<file path="config.mk">
export PLATFORM = sky130hd
export DESIGN_NAME = read_tag_pipe
export DESIGN_NICKNAME = d
export VERILOG_FILES = /design/src/rtl/read_tag_pipe.sv
export SDC_FILE = /design/constraint.sdc
export NUM_CORES = 1
export LEC_CHECK = 0
export ABC_AREA = 0
export BUFFER_PORTS_ARGS = -buffer_cell sky130_fd_sc_hd__buf_2
export CAP_MARGIN = 20
export CORE_AREA = 2 2 39 41
export CTS_CLUSTER_DIAMETER = 40
export DETAILED_ROUTE_END_ITERATION = 8
export DIE_AREA = 0 0 41 43
export HOLD_SLACK_MARGIN = 0.08
export PLACE_DENSITY = 0.48
export SLEW_MARGIN = 20
export SYNTH_ARGS = -nofsm -noshare
export SYNTH_HDL_FRONTEND = slang
export SYNTH_SLANG_ARGS = --single-unit
export TNS_END_PERCENT = 10
</file>
<file path="constraint.sdc">
create_clock -name clk_i -period 0.98 [get_ports clk_i]
set_input_delay 0.098 -clock clk_i [delete_from_list [all_inputs] [get_ports clk_i]]
set_output_delay 0.098 -clock clk_i [all_outputs]
set_load 0.02 [all_outputs]
</file>
<file path="src/rtl/read_tag_pipe.sv">
// Delays a {vld, idx} tag by DEPTH cycles so it lines up with memory read data.
module read_tag_pipe #(
  parameter int DEPTH = 1,
  parameter int IDX_W = 9
) (
  input  logic             clk_i,
  input  logic             rst_ni,
  input  logic             flush_i,
  input  logic             vld_i,
  input  logic [IDX_W-1:0] idx_i,
  output logic             vld_o,
  output logic [IDX_W-1:0] idx_o
);

  logic [DEPTH-1:0]            vld_pipe;
  logic [DEPTH-1:0][IDX_W-1:0] idx_pipe;

  // flush also drops the tag entering this cycle
  always_ff @(posedge clk_i or negedge rst_ni) begin
    if (!rst_ni) begin
      vld_pipe <= '0;
      idx_pipe <= '0;
    end else begin
      for (int s = DEPTH - 1; s > 0; s--) begin
        vld_pipe[s] <= vld_pipe[s-1] & ~flush_i;
        idx_pipe[s] <= idx_pipe[s-1];
      end
      vld_pipe[0] <= vld_i & ~flush_i;
      idx_pipe[0] <= idx_i;
    end
  end

  assign vld_o = vld_pipe[DEPTH-1];
  assign idx_o = idx_pipe[DEPTH-1];

endmodule

</file>
==> results.tsv <==
metric	value	unit
clk_path_buf_depth	2	
crit_path_start_kind	flop	
yosysSeqAreaShare	0.948	
relSlewSlack	0.853	
netlist.area_leader.share	0.948	
grt_pass1_wl	1.11	mm
dr_total_vias	223	
antenna_found_initial	0	
drtIter0Drc	0	
worstMarginPinSlew	0.220	ns
syn_nets	24	
cp.arrival	0.77	ns
syn2layout_area_growth	109	%
synth_area_leaders	dfrtp_1, nor2b_4	
worst_ep_required_time	0.88	ns
drc	0	
top_usage_layer	met2	
period_minus_slack	0.871	ns
yosysTopAreaCell	dfrtp_1	
wire_per_inst	9.28	um
synth.cell_area	264	um^2
clock_sink_count	10	
powerDensity	1660	nW/um^2
nFillCells	137	
rsz0062_at_grt	no	
seqPwrFrac	0.479	
numPortBuffers	22	
grt_usage	0.0981	
die_y	43	um
path_cells	buf_2	
num_rows	14	
crit_family	flip-flops	
antenna_left	0	
use_met3	0.0314	
synth_warnings	0	
maxCapViolCount	0	
avgSynthCellArea	24.0	um^2
cts_buffers	3	
core-area	1380	um^2
power_frac_comb	0.133	
dp_hpwl	416	um
crit_buf_inv	1	
globalplace.congestion	0.623	
grt_pass1_vias	246	
final_util	0.398	
ys_ff_latch	10	
hold_violations	0	
crit_type	reg2out	
postCtsSetupRepairBufs	0	
netlist_instances	11	
tns	0	ns
cp-end-kind	output pin	
clk_pin_slew	0.06	ns
nets	63	
outcome	completed	
grt_overflow	0	
cts_tree	yes	
min_path_type	in2async	
htree_num_levels	1	
finalCritPeriodShare	0.889	
antenna_cells	0	
root_buffer	clkbuf_4	
die_x	41	um
p_int	0.723	mW
use_met2	0.144	
initial_core_util	0.191	
setup_viol	0	
pin_count	23	
register_area	250	um^2
critPathMaxFanout	1	
wl	603	um
clkPwrFrac	0.388	
p_leak	0.284	nW
peakVddDrop	0.752	mV
firstDrtPassIters	1	
p_sw_frac	0.208	
switchingPower	0.189	mW
synthDistinctLibCells	2	
use_met1	0.119	
die_area	1760	um^2
slew_violations	0	
layout-drive-gt1-share	0.551	
max_stage_delay	0.37	ns
avgViaCountPerCell	3.43	
grt_max_degree	11	
multi_input_area	13.8	um^2
fmax	1150	MHz
slowest_stage	dfrtp_1	
==> logic make-up (layout without fill, tap and decap cells) <==
group                  after synthesis  in the layout  synth area share
buffers and inverters                0             38                 0
flip-flops                          10             10             0.948
AND/OR/NAND/NOR                      1              1            0.0521
==> Yosys cell counts <==
cell type and instances:
nor2b_4 1, dfrtp_1 10
==> state kept, by name, summed over array words and instances, names as in the netlist <==
name,cells
idx_o,9
vld_o,1
==> metal layers <==
layer,up-vias,part of all wire
li1,110,-
met1,104,0.36
met2,9,0.56
met3,0,0.075
met4,0,0
met5,-,0
==> through the flow <==
stage | std cells | power [mW] | hold slack [ns] | worst slack (ns) | area (um^2)
after floorplan | 11 | 0.479 | -0.198 | 0.466 | 264
after global placement | 49 | 0.528 | -0.0439 | 0.391 | 394
after detailed placement | 49 | 0.530 | -0.0391 | 0.388 | 394
after CTS | 65 | 0.917 | 0.229 | 0.109 | 551
after global routing | 65 | 0.967 | 0.256 | 0.0564 | 551
final | 65 | 0.913 | 0.233 | 0.109 | 551
==> power groups by stage <==
stage	combinational, mW	sequential, mW	clock, mW
after global placement	0.0832	0.445	0
final	0.121	0.438	0.354
after global routing	0.132	0.440	0.395
after floorplan	0.00367	0.475	0
after detailed placement	0.0848	0.446	0
after CTS	0.122	0.438	0.357
==> cell type report <==
| type | count | area share |
|---|---|---|
| sequential | 10 | 0.455 |
| timing repair buffer | 34 | 0.418 |
| clock buffer | 4 | 0.0659 |
| tap | 16 | 0.0364 |
| multi-input combinational | 1 | 0.0250 |
==> worst max path at each step <==
stage               startpoint       end  slack, ns  cells after the start
floorplan             idx_o[0]  idx_o[0]       0.47                      0
global placement         vld_o     vld_o       0.39                      1
detailed placement    idx_o[1]  idx_o[1]       0.39                      1
CTS                   idx_o[3]  idx_o[3]       0.11                      1
global route          idx_o[2]  idx_o[2]       0.06                      1
finish                idx_o[2]  idx_o[2]       0.11                      1
==> cell usage in the layout (no fill, tap or decap) <==
cell           instances
dfrtp_1               10
buf_2                 22
clkbuf_8               1
nor2b_4                1
clkbuf_4               3
dlygate4sd3_1         12
==> repair_timing <==
item | CTS | global route
gates resized for setup | 0 | 0
hold endpoints to repair | 20 | 0
hold buffers | 12 | 0
No activity file was read; power rests on OpenSTA's default activity.
